### src/rtl/pid_pkg.sv
// Shared definitions for the PID front end: ADC sequencer state encoding,
// timer status payload and counter sizing helper.
package pid_pkg;

    localparam int unsigned SEQ_STATE_W = 3;

    typedef logic [SEQ_STATE_W-1:0] seq_state_t;

    localparam logic [2:0] ST_IDLE    = 3'd0;
    localparam logic [2:0] ST_START   = 3'd1;
    localparam logic [2:0] ST_WAIT    = 3'd2;
    localparam logic [2:0] ST_HOLD    = 3'd3;
    localparam logic [2:0] ST_PUBLISH = 3'd4;
    localparam logic [2:0] ST_FAULT   = 3'd5;

    typedef struct packed {
        logic period_done;
        logic timeout;
    } timer_stat_t;

    // Bits for a counter spanning 0..n-1, never fewer than one.
    function automatic int unsigned cnt_width(input int unsigned n);
        if (n <= 2) return 1;
        return $clog2(n);
    endfunction

endpackage

### src/rtl/sample_timer.sv
// Conversion period and ADC timeout counters for the sample sequencer.
module sample_timer
    import pid_pkg::*;
#(
    parameter int unsigned SAMPLE_DIV = 100,
    parameter int unsigned TIMEOUT    = 64
) (
    input  logic        clk,
    input  logic        n_rst,
    input  logic        clear,
    input  logic        load,
    input  logic        run,
    input  logic        tmo_run,
    output timer_stat_t stat_c
);

    localparam int unsigned PER_W = cnt_width(SAMPLE_DIV);
    localparam int unsigned TMO_W = cnt_width(TIMEOUT);

    localparam logic [PER_W-1:0] PER_LAST = PER_W'(SAMPLE_DIV - 1);
    localparam logic [TMO_W-1:0] TMO_LAST = TMO_W'(TIMEOUT - 1);

    logic [PER_W-1:0] per_cnt;
    logic [TMO_W-1:0] tmo_cnt;

    // Both counters read 0 during a START cycle; timeout saturates at its limit.
    always_ff @(posedge clk or negedge n_rst) begin
        if (!n_rst) begin
            per_cnt <= '0;
            tmo_cnt <= '0;
        end else if (clear || load) begin
            per_cnt <= '0;
            tmo_cnt <= '0;
        end else begin
            if (run) begin
                per_cnt <= per_cnt + PER_W'(1);
            end
            if (tmo_run && (tmo_cnt != TMO_LAST)) begin
                tmo_cnt <= tmo_cnt + TMO_W'(1);
            end
        end
    end

    always_comb begin
        stat_c             = '0;
        stat_c.period_done = (per_cnt == PER_LAST);
        stat_c.timeout     = (tmo_cnt == TMO_LAST);
    end

endmodule

### src/rtl/adc_sample_sequencer.sv
// Periodically triggers the ADC, averages 2^SR_LENGTH results and publishes
// the mean as cur_vd; a conversion that never completes latches fault.
module adc_sample_sequencer
    import pid_pkg::*;
#(
    parameter int unsigned ADC_WIDTH  = 8,
    parameter int unsigned SR_LENGTH  = 2,
    parameter int unsigned SAMPLE_DIV = 100,
    parameter int unsigned TIMEOUT    = 64
) (
    input  logic                 clk,
    input  logic                 n_rst,
    input  logic                 enable,
    input  logic                 adc_done,
    input  logic [ADC_WIDTH-1:0] adc_data,
    output logic                 adc_start,
    output logic [ADC_WIDTH-1:0] cur_vd,
    output logic                 vd_valid,
    output logic                 fault
);

    localparam int unsigned ACC_W     = ADC_WIDTH + SR_LENGTH;
    localparam int unsigned SCNT_W    = (SR_LENGTH > 1) ? SR_LENGTH : 1;
    localparam int unsigned N_SAMPLES = 1 << SR_LENGTH;

    localparam logic [SCNT_W-1:0] LAST_SAMPLE = SCNT_W'(N_SAMPLES - 1);

    seq_state_t        state_q;
    seq_state_t        state_nxt;
    logic [ACC_W-1:0]  acc_q;
    logic [ACC_W-1:0]  acc_sum_c;
    logic [SCNT_W-1:0] scnt_q;
    logic              sample_take_c;
    logic              last_sample_c;
    timer_stat_t       tstat_c;
    logic              timer_load_c;
    logic              timer_run_c;
    logic              tmo_run_c;

    assign sample_take_c = enable && (state_q == ST_WAIT) && adc_done;
    assign last_sample_c = (scnt_q == LAST_SAMPLE);
    assign acc_sum_c     = acc_q + ACC_W'(adc_data);

    assign timer_load_c  = (state_nxt == ST_START);
    assign timer_run_c   = (state_q != ST_IDLE) && (state_q != ST_FAULT);
    assign tmo_run_c     = (state_q == ST_START) || (state_q == ST_WAIT);

    sample_timer #(
        .SAMPLE_DIV (SAMPLE_DIV),
        .TIMEOUT    (TIMEOUT)
    ) u_sample_timer (
        .clk     (clk),
        .n_rst   (n_rst),
        .clear   (!enable),
        .load    (timer_load_c),
        .run     (timer_run_c),
        .tmo_run (tmo_run_c),
        .stat_c  (tstat_c)
    );

    always_ff @(posedge clk or negedge n_rst) begin
        if (!n_rst) begin
            state_q <= ST_IDLE;
        end else begin
            state_q <= state_nxt;
        end
    end

    // Dropping enable wins from any state; a done in the timeout cycle still counts.
    always_comb begin
        state_nxt = state_q;
        if (!enable) begin
            state_nxt = ST_IDLE;
        end else begin
            case (state_q)
                ST_IDLE:    state_nxt = ST_START;
                ST_START:   state_nxt = ST_WAIT;
                ST_WAIT: begin
                    if (adc_done) begin
                        state_nxt = last_sample_c ? ST_PUBLISH : ST_HOLD;
                    end else if (tstat_c.timeout) begin
                        state_nxt = ST_FAULT;
                    end
                end
                ST_HOLD: begin
                    if (tstat_c.period_done) begin
                        state_nxt = ST_START;
                    end
                end
                ST_PUBLISH: state_nxt = tstat_c.period_done ? ST_START : ST_HOLD;
                ST_FAULT:   state_nxt = ST_FAULT;
                default:    state_nxt = ST_IDLE;
            endcase
        end
    end

    // Outputs track the state being entered so each pulse aligns with its state.
    always_ff @(posedge clk or negedge n_rst) begin
        if (!n_rst) begin
            adc_start <= 1'b0;
            vd_valid  <= 1'b0;
            fault     <= 1'b0;
            cur_vd    <= '0;
            acc_q     <= '0;
            scnt_q    <= '0;
        end else begin
            adc_start <= (state_nxt == ST_START);
            vd_valid  <= (state_nxt == ST_PUBLISH);
            fault     <= (state_nxt == ST_FAULT);
            if (!enable || (state_q == ST_PUBLISH)) begin
                acc_q  <= '0;
                scnt_q <= '0;
            end else if (sample_take_c) begin
                acc_q  <= acc_sum_c;
                scnt_q <= scnt_q + SCNT_W'(1);
                if (last_sample_c) begin
                    cur_vd <= ADC_WIDTH'(acc_sum_c >> SR_LENGTH);
                end
            end
        end
    end

endmodule

### config.mk
export PLATFORM = sky130hd
export DESIGN_NAME = adc_sample_sequencer
export DESIGN_NICKNAME = d
export VERILOG_FILES = /design/src/rtl/pid_pkg.sv /design/src/rtl/sample_timer.sv /design/src/rtl/adc_sample_sequencer.sv
export SDC_FILE = /design/constraint.sdc
export NUM_CORES = 1
export LEC_CHECK = 0
export CAP_MARGIN = 15
export CORE_MARGIN = 2
export CORE_UTILIZATION = 35
export CTS_BUF_LIST = sky130_fd_sc_hd__clkbuf_4 sky130_fd_sc_hd__clkbuf_8 sky130_fd_sc_hd__clkbuf_16
export CTS_CLUSTER_DIAMETER = 60
export CTS_CLUSTER_SIZE = 20
export DETAILED_ROUTE_END_ITERATION = 10
export PLACE_DENSITY = 0.5
export SLEW_MARGIN = 5
export SYNTH_ARGS = -nofsm -noshare
export SYNTH_HDL_FRONTEND = slang
export SYNTH_SLANG_ARGS = --single-unit
### constraint.sdc
create_clock -name clk -period 2.8 [get_ports clk]
set_input_delay 0.42 -clock clk [delete_from_list [all_inputs] [get_ports clk]]
set_output_delay 0.42 -clock clk [all_outputs]
set_load 0.005 [all_outputs]
==> reports/results.ini, run 1 <==
[global_route]
grt_pass1_vias=1898
grt_max_degree=40
antenna_found_initial=0
grt_use_total_pct=15.4
overflow=0
grt_pass1_wl_mm=9.14

[setup_path]
cp.required_ns=2.98
r2r_end=acc_q[6]$_DFFE_PN0P_
cp_common_cell=a211o_1
max_stage_delay_ns=0.43
cp-end-kind=flop
critPathSlowestCell=fa_1
path_max_fanout=4
arrival_ns=2.45
start_kind=input pin
timing.rr.start=acc_q[0]$_DFFE_PN0P_
reg2reg_depth=6
path_cells=clkdlybuf4s50_1, ha_1, fa_1, a211o_1, a21boi_1, nor4_1, a211o_1
rrSetupSlack_ns=0.72
critPathKind=in -> reg

[timing]
fmax_ghz=0.441
slew_headroom_pct=39.7
min_period_ns=2.27
hold_viol=0
finalMaxSlewViolations=0
tns_ns=0
rsz0062_at_grt=no
skew_ns=0.00804
hold_ws_ns=0.256
setup_viol=0
fin_crit_sh_pct=81.0
tightest_slew_ns=0.905

[route]
vias=1893
vias_per_cell=5.52
drc=0
first_pass_iters=4
wire_per_inst_um=15.3
wirelength_mm=5.24
drt_iter0_markers=90
postRouteAntennaNets=0

[placement]
placed_cell_area_mm2=0.00266
io_buffers=22
post-dp-hpwl_mm=3.75
place_congestion=0.768

[logic_synthesis]
synth.most_common_cell=dfrtp_1
synthArstFlopShare_pct=100
yosys_warnings=0
muxShareOfSynthArea_pct=1.83
synth_top_area_share_pct=40.9
synth-seq-area-share_pct=40.9
yosysUniqueCellTypes=56
syn-cell-area_mm2=0.00239
synth-edff-count=0
synth_top_cell_by_area=dfrtp_1
synthAdderAreaFrac_pct=6.60
synthTopCellsByArea=dfrtp_1, ha_1, nor2_1
synth_xor_xnor_area_share_pct=5.08
synth_fp_nets=266
synth_cells=242
synth_compound_gate_area_share_pct=23.9
synth_top_family_by_area=compound AO/OA/AOI/OAI gates
synth-simple-area-share_pct=18.0
synth_flop_cell=dfrtp_1
ys_seq_elements=39
synth_common_cells=dfrtp_1, nor2_1, nand2_1
syn_avg_cell_area_um2=9.87

[cells_and_area]
multi_input_area_mm2=0.00133
diodes=0
drive_gt1_share_pct=8.37
nets=286
finish.instance_area_mm2=0.00277
num-fill-cells=649
syn_to_final_growth_pct=16.1
fin_util_pct=41.5
seq_area_um2=976

[die]
coreArea_mm2=0.00668
num_rows=30
die_area_mm2=0.00750
die_w_um=86.6
ios=23
dieHeight_um=86.6
start_util_pct=35.7

[pwr]
p_leak_nw=1.23
powerDensity_mw_per_mm2=468
irDropWorstVdd_mv=0.169

[outcome]
status=finished, final reports clean

[cts]
clkTransAtPathRegs_ns=0.09
clkSinkCount=39
cts_setup_buffers=0
worstSkewPairLatency_ns=0.29
cts_buffer_depth=2
root_buffer=clkbuf_8
numCtsBuffers=5
htree_num_levels=2
cts_resized=0
holdBufCountCts=0
cts_tree=built

[run]
drv_cap=0

[worst_hold_path]
min_path_type=in -> async

-- sequential cells by signal (all words and copies together), names as in the netlist --
signal,count
u_sample_timer.tmo_cnt,6
state_q,3
vd_valid,1
scnt_q,2
acc_q,10
fault,1
cur_vd,8
u_sample_timer.per_cnt,7
adc_start,1
-- cells in the final DEF (no fill, tap or decap), types with 4 or more instances in the layout --
| master | count |
|---|---|
| clkbuf_8 | 5 |
| nand2_1 | 15 |
| a211o_1 | 7 |
| a211oi_1 | 5 |
| nand3_1 | 11 |
| a31oi_1 | 6 |
| o211ai_1 | 4 |
| a21o_1 | 6 |
| o2111ai_1 | 8 |
| nor2_1 | 22 |
| o21ai_0 | 5 |
| dfrtp_1 | 39 |
| inv_1 | 8 |
| and3_1 | 5 |
| a21oi_1 | 8 |
| ha_1 | 11 |
| clkdlybuf4s50_1 | 21 |
| xor2_1 | 7 |
| and2_1 | 4 |
| a22o_1 | 6 |
| xnor2_1 | 5 |
-- power breakdown --
group / switching (mW) / leakage (nW) / internal [mW]
sequential: 0.0309 / 0.538 / 0.582
combinational: 0.121 / 0.634 / 0.0861
clock: 0.213 / 0.0581 / 0.266
-- critical path: cells and delay by family --
| kind | cells | cell delay, ns |
|---|---|---|
| and+or+nand+nor | 1 | 0.08 |
| AOI/OAI and AO/OA | 3 | 0.86 |
| buffers and inverters | 1 | 0.42 |
| adders and majority gates | 2 | 0.67 |
-- cell families (layout without fill, tap and decap cells) --
| kind of cell | Yosys count | after routing |
|---|---|---|
| multiplexers | 4 | 4 |
| AO/OA/AOI/OAI | 73 | 73 |
| flip-flops | 39 | 39 |
| adder cells (fa/ha/maj) | 12 | 12 |
| buffers and inverters | 20 | 41 |
| AND/OR/NAND/NOR | 81 | 81 |
| XOR/XNOR | 13 | 13 |
-- metrics by stage --
stage | power, mW | setup slack [ns] | instances
floorplan | 0.767 | 0.795 | 242
global placement | 0.835 | 0.271 | 335
detailed placement | 0.833 | 0.226 | 335
CTS | 1.32 | 0.551 | 343
global route | 1.37 | 0.437 | 343
finish | 1.30 | 0.531 | 343
-- worst max path at each step --
stage	endpoint	slack, ns	startpoint	cells past startpoint
after floorplan	acc_q[6]$_DFFE_PN0P_	0.79	adc_data[0]	6
after global placement	acc_q[6]$_DFFE_PN0P_	0.27	adc_data[0]	7
after detailed placement	acc_q[6]$_DFFE_PN0P_	0.23	adc_data[0]	7
after CTS	acc_q[6]$_DFFE_PN0P_	0.55	adc_data[0]	7
after global routing	acc_q[6]$_DFFE_PN0P_	0.44	adc_data[0]	7
final	acc_q[6]$_DFFE_PN0P_	0.53	adc_data[0]	7
-- layout make-up --
class,instances,share of cell area (%)
flip-flops and latches,39,35.2
repair buffers,23,8.03
clock inverters,3,1.58
inverters,10,1.35
well taps,80,3.61
clock buffers,5,2.48
multi-input cells,183,47.8
-- routing by layer --
metal | track usage, % | vias up | wire length [um]
met1 | 21.1 | 901 | 2590
met2 | 24.6 | 33 | 2380
met5 | 0 | - | 0
met3 | 2.86 | 5 | 210
met4 | 4.97 | 0 | 53
li1 | - | 954 | -
Power figures use the tool's default switching activity.
==> inputs of run 2 (changes only) <==
==> constraint.sdc (replaced) <==
create_clock -name clk -period 2.2 [get_ports clk]
set_input_delay 0.33 -clock clk [delete_from_list [all_inputs] [get_ports clk]]
set_output_delay 0.33 -clock clk [all_outputs]
set_load 0.005 [all_outputs]
==> reports/results.ini, run 2 (same netlist as run 1, synthesis figures left out) <==
[setup_path]
cp.required_ns=2.42  ; was 2.98 ns
critPathKind=in -> reg  ; unchanged
timing.rr.start=acc_q[0]$_DFFE_PN0P_  ; unchanged
cp-end-kind=flop  ; unchanged
reg2reg_depth=6  ; unchanged
start_kind=input pin  ; unchanged
r2r_end=acc_q[8]$_DFFE_PN0P_  ; was acc_q[6]$_DFFE_PN0P_
max_stage_delay_ns=0.42  ; was 0.43 ns
cp_top_family=compound AO/OA/AOI/OAI gates  ; unchanged
critical_path_buf_inv_count=1  ; unchanged
path_cells=clkdlybuf4s50_1, ha_1, fa_1, a211o_1, a21boi_0, o211ai_1, a31oi_1  ; was clkdlybuf4s50_1, ha_1, fa_1, a211o_1, a21boi_1, nor4_1, a211o_1
rrSetupSlack_ns=0.19  ; was 0.72 ns
arrival_ns=2.30  ; was 2.45 ns
critPathSlowestCell=fa_1  ; unchanged
path_max_fanout=4  ; unchanged

[cts]
root_buffer=clkbuf_8  ; unchanged
cts_resized=0  ; unchanged
worstSkewPairLatency_ns=0.30  ; was 0.29 ns
clkSinkCount=39  ; unchanged
cts_tree=built  ; unchanged
cts_buffer_depth=2  ; unchanged
htree_num_levels=2  ; unchanged
numCtsBuffers=5  ; unchanged
clkTransAtPathRegs_ns=0.08  ; was 0.09 ns

[placement]
pre_cts_ws_ns=-0.192  ; was 0.226 ns
post-dp-hpwl_mm=4.09  ; was 3.75 mm
io_buffers=22  ; unchanged
place_congestion=0.716  ; was 0.768

[timing]
slew_headroom_pct=65.6  ; was 39.7%
hold_viol=0  ; unchanged
tightest_slew_ns=0.508  ; was 0.905 ns
fin_crit_sh_pct=94.7
setup_viol=0  ; unchanged
fmax_ghz=0.480
finalMaxSlewViolations=0  ; unchanged
tns_ns=0  ; unchanged
hold_ws_ns=0.486  ; was 0.256 ns
rsz0062_at_grt=no  ; unchanged
skew_ns=0.00750  ; was 0.00804 ns
min_period_ns=2.08
worst_slack_ns=0.117  ; was 0.531 ns

[die]
dieHeight_um=86.6  ; unchanged
coreArea_mm2=0.00668  ; unchanged
num_rows=30  ; unchanged
ios=23  ; unchanged
die_area_mm2=0.00750  ; unchanged
die_w_um=86.6  ; unchanged
start_util_pct=35.7  ; unchanged

[route]
wirelength_mm=5.66  ; was 5.24 mm
postRouteAntennaNets=0  ; unchanged
drc=0  ; unchanged
wire_per_inst_um=15.4  ; was 15.3 um
drt_iter0_markers=67  ; was 90
vias_per_cell=5.48  ; was 5.52
first_pass_iters=4  ; unchanged
vias=2012  ; was 1893

[cells_and_area]
fin_util_pct=44.4  ; was 41.5%
nets=310  ; was 286
drive_gt1_share_pct=15.7  ; was 8.37%
diodes=0  ; unchanged
layout_commonest_cell=dfrtp_1  ; unchanged
syn_to_final_growth_pct=24.3  ; was 16.1%
reg_top3=acc_q: 10 flops, cur_vd: 8 flops, u_sample_timer.per_cnt: 7 flops  ; unchanged
num-fill-cells=660  ; was 649
largest_register=acc_q  ; unchanged
layout_common_cells=dfrtp_1, buf_4, nor2_1, clkdlybuf4s50_1, nand2_1  ; was dfrtp_1, nor2_1, clkdlybuf4s50_1, nand2_1
multi_input_area_mm2=0.00133  ; unchanged
seq_area_um2=976  ; unchanged
largest_register_ffs=10  ; unchanged

[pwr]
power_mw=1.71  ; was 1.30 mW
irDropWorstVdd_mv=0.260  ; was 0.169 mV
p_leak_nw=1.35  ; was 1.23 nW
powerDensity_mw_per_mm2=577  ; was 468 mW/mm^2

[global_route]
overflow=0  ; unchanged
antenna_found_initial=0  ; unchanged
grt_max_degree=40  ; unchanged
grt_pass1_vias=1974  ; was 1898
grt_pass1_wl_mm=9.38  ; was 9.14 mm
grt_use_total_pct=16.1  ; was 15.4%

[worst_hold_path]
min_path_cells=2
hp-start=cur_vd[6]$_DFFE_PN0P_
min_path_type=reg -> reg  ; was in -> async
min_to=cur_vd[6]$_DFFE_PN0P_

[run]
drv_cap=0  ; unchanged

[outcome]
status=finished, final reports clean  ; unchanged

[run 2: cell count changes in the layout (fill, tap and decap cells not counted)]
cell and delta:
buf_4 +22, buf_12 +1, dlygate4sd3_1 +1
[run 2: where the power goes]
group	internal [mW]	switching, mW	leakage (nW)
clock network	0.338	0.277	0.0581
logic	0.147	0.181	0.756
registers	0.741	0.0281	0.538
[run 2: final cells by class]
class                      count  area share (%)
multi-input combinational    183            44.6
clock inverter                 3            1.47
sequential                    39            32.9
tap                           80            3.37
inverter                      10            1.26
clock buffer                   5            2.32
timing repair buffer          47            14.1
[run 2: repair_timing]
action | in CTS | in global routing
hold buffers | 1 | 0
buffers inserted | 2 | 0
endpoints found under the setup margin | 4 | 0
hold endpoints to repair | 21 | 0
[run 2: worst register-to-register path, cell delays in order (launching register included)]
cell	delay (ns)
dfrtp_1	0.39
ha_1	0.22
fa_1	0.42
a211o_1	0.33
a21boi_0	0.25
o211ai_1	0.14
a31oi_1	0.18
[run 2: through the flow]
stage               cell area [um^2]  instances
global route                    2970        367
CTS                             2970        367
global placement                2830        356
detailed placement              2830        356
floorplan                       2390        242
finish                          2970        367
[run 2: worst max-delay path by stage]
stage	endpoint	cells after the start	slack, ns	from
floorplan	acc_q[6]$_DFFE_PN0P_	6	0.26	acc_q[0]$_DFFE_PN0P_
global placement	acc_q[6]$_DFFE_PN0P_	7	-0.17	adc_data[0]
detailed placement	acc_q[6]$_DFFE_PN0P_	7	-0.19	adc_data[0]
CTS	acc_q[8]$_DFFE_PN0P_	7	0.12	adc_data[0]
global route	acc_q[8]$_DFFE_PN0P_	7	0.03	adc_data[0]
finish	acc_q[8]$_DFFE_PN0P_	7	0.12	adc_data[0]
[run 2: layer usage]
| metal | GRT usage (%) | wire length [um] | share of wire, % | vias up |
|---|---|---|---|---|
| met1 | 20.3 | 2590 | 46 | 963 |
| met4 | 5.26 | 72 | 1.3 | 0 |
| met3 | 3.05 | 208 | 3.7 | 7 |
| met2 | 27.8 | 2790 | 49 | 40 |
| li1 | - | - | - | 1002 |
| met5 | 0 | 0 | 0 | - |
==> inputs of run 3 (changes only) <==
==> constraint.sdc (replaced) <==
create_clock -name clk -period 2.33 [get_ports clk]
set_input_delay 0.3495 -clock clk [delete_from_list [all_inputs] [get_ports clk]]
set_output_delay 0.3495 -clock clk [all_outputs]
set_load 0.005 [all_outputs]
==> reports/results.ini, run 3 (same netlist as run 1, synthesis figures left out) <==
[outcome]
status=finished, final reports clean  ; unchanged

[setup_path]
critPathSlowestCell=clkdlybuf4s50_1  ; was fa_1
cp-end-kind=flop  ; unchanged
critPathKind=in -> reg  ; unchanged
path_max_fanout=4  ; unchanged
start_kind=input pin  ; unchanged
path_cells=clkdlybuf4s50_1, ha_1, fa_1, a211o_1, a21boi_0, o211ai_1, a31oi_1  ; unchanged
max_stage_delay_ns=0.41  ; was 0.42 ns
arrival_ns=2.33  ; was 2.30 ns
cp.required_ns=2.55  ; was 2.42 ns

[die]
die_area_mm2=0.00750  ; unchanged
num_rows=30  ; unchanged
coreArea_mm2=0.00668  ; unchanged
dieHeight_um=86.6  ; unchanged
start_util_pct=35.7  ; unchanged
die_w_um=86.6  ; unchanged
ios=23  ; unchanged

[cts]
worstSkewPairLatency_ns=0.30  ; about the same
clkSinkCount=39  ; unchanged
clkTransAtPathRegs_ns=0.08  ; about the same
root_buffer=clkbuf_8  ; unchanged
cts_buffer_depth=2  ; unchanged
htree_num_levels=2  ; unchanged
cts_tree=built  ; unchanged
numCtsBuffers=5  ; unchanged
cts_setup_buffers=0  ; was 2

[placement]
pre_cts_ws_ns=-0.0724  ; was -0.192 ns
io_buffers=22  ; unchanged
place_congestion=0.736  ; was 0.716
post-dp-hpwl_mm=4.00  ; was 4.09 mm

[route]
first_pass_iters=4  ; unchanged
postRouteAntennaNets=0  ; unchanged
vias_per_cell=5.49  ; was 5.48
wirelength_mm=5.43  ; was 5.66 mm
drc=0  ; unchanged
vias=1972  ; was 2012
drt_iter0_markers=73  ; was 67
wire_per_inst_um=15.1  ; was 15.4 um

[timing]
rsz0062_at_grt=no  ; unchanged
tightest_slew_ns=0.503  ; was 0.508 ns
min_period_ns=2.10
slew_headroom_pct=65.9  ; was 65.6%
finalMaxSlewViolations=0  ; unchanged
skew_ns=0.00406  ; was 0.00750 ns
worst_slack_ns=0.226  ; was 0.117 ns
hold_viol=0  ; unchanged
fin_crit_sh_pct=90.3
fmax_ghz=0.475
setup_viol=0  ; unchanged

[global_route]
grt_use_total_pct=15.6  ; was 16.1%
antenna_found_initial=0  ; unchanged
grt_pass1_wl_mm=9.03  ; was 9.38 mm
use_met2_pct=25.7  ; was 27.8%
use_met3_pct=2.95  ; was 3.05%
overflow=0  ; unchanged
grt_max_degree=27  ; was 40
grt_pass1_vias=1875  ; was 1974
grt_util_met1_pct=20.6  ; was 20.3%
busiest_layer=met2  ; unchanged

[cells_and_area]
drive_gt1_share_pct=13.3  ; was 15.7%
largest_register_ffs=10  ; unchanged
diodes=0  ; unchanged
num-fill-cells=666  ; was 660
reg_top3=acc_q: 10 flops, cur_vd: 8 flops, u_sample_timer.per_cnt: 7 flops  ; unchanged
layout_commonest_cell=dfrtp_1  ; unchanged
syn_to_final_growth_pct=21.3  ; was 24.3%
nets=302  ; was 310
largest_register=acc_q  ; unchanged
layout_common_cells=dfrtp_1, nor2_1, clkdlybuf4s50_1, buf_4, nand2_1  ; was dfrtp_1, buf_4, nor2_1, clkdlybuf4s50_1, nand2_1

[pwr]
powerDensity_mw_per_mm2=554  ; was 577 mW/mm^2
p_leak_nw=1.31  ; was 1.35 nW
power_mw=1.61  ; was 1.71 mW
irDropWorstVdd_mv=0.230  ; was 0.260 mV

[worst_hold_path]
min_path_type=in -> async  ; was reg -> reg

[run]
drv_cap=0  ; unchanged

[run 3: metrics by stage]
stage / hold WS, ns / instance area [um^2] / TNS (ns) / util [%] / std cells
6_report: 0.473 / 2900 / 0 / 43.4 / 359
5_1_grt: 0.506 / 2900 / 0 / 43.4 / 359
4_1_cts: 0.486 / 2900 / 0 / 43.4 / 359
3_5_place_dp: 0.271 / 2770 / -0.162 / 41.5 / 350
3_3_place_gp: 0.271 / 2770 / -0.0728 / 41.5 / 350
2_1_floorplan: 0.0539 / 2390 / 0 / - / 242
[run 3: area by class of cell]
type | count | area [um^2] | share of cell area (%)
multi-input combinational | 183 | 1330 | 45.7
sequential | 39 | 976 | 33.7
timing repair buffer | 39 | 345 | 11.9
tap | 80 | 100 | 3.46
clock buffer | 5 | 68.8 | 2.38
clock inverter | 3 | 43.8 | 1.51
inverter | 10 | 37.5 | 1.30
[run 3: worst paths after layout]
kind,to,cells after the start,slack (ns),startpoint
hold reg to reg,cur_vd[7]$_DFFE_PN0P_,2,0.48,cur_vd[7]$_DFFE_PN0P_
min in group clk,cur_vd[7]$_DFFE_PN0P_,2,0.48,cur_vd[7]$_DFFE_PN0P_
hold / removal,cur_vd[0]$_DFFE_PN0P_,2,0.47,n_rst
setup / recovery,acc_q[8]$_DFFE_PN0P_,7,0.23,adc_data[0]
max in group asynchronous,fault$_DFF_PN0_,3,1.20,n_rst
setup reg to reg,acc_q[8]$_DFFE_PN0P_,6,0.31,acc_q[0]$_DFFE_PN0P_
[run 3: worst max-delay path, delay by kind of cell]
kind,cells,cell delay [ns]
AOI/OAI and AO/OA,4,0.92
buffers and inverters,1,0.41
adders and majority gates,2,0.65
[run 3: report_power, final]
group / internal [mW] / switching [mW] / total (mW)
clock: 0.319 / 0.270 / 0.589
sequential: 0.700 / 0.0312 / 0.731
combinational: 0.127 / 0.158 / 0.285
[run 3: timing repair]
| action | 4_1_cts | 5_1_grt |
|---|---|---|
| hold buffers | 1 | 0 |
| endpoints found under the hold margin | 13 | 0 |
| gates resized for setup | 0 | 0 |
[run 3: per-layer routing]
| metal | share of wire, % | wire length [um] |
|---|---|---|
| met3 | 2.6 | 139 |
| met2 | 48 | 2580 |
| met1 | 49 | 2640 |
| met4 | 1.1 | 62 |
| met5 | 0 | 0 |
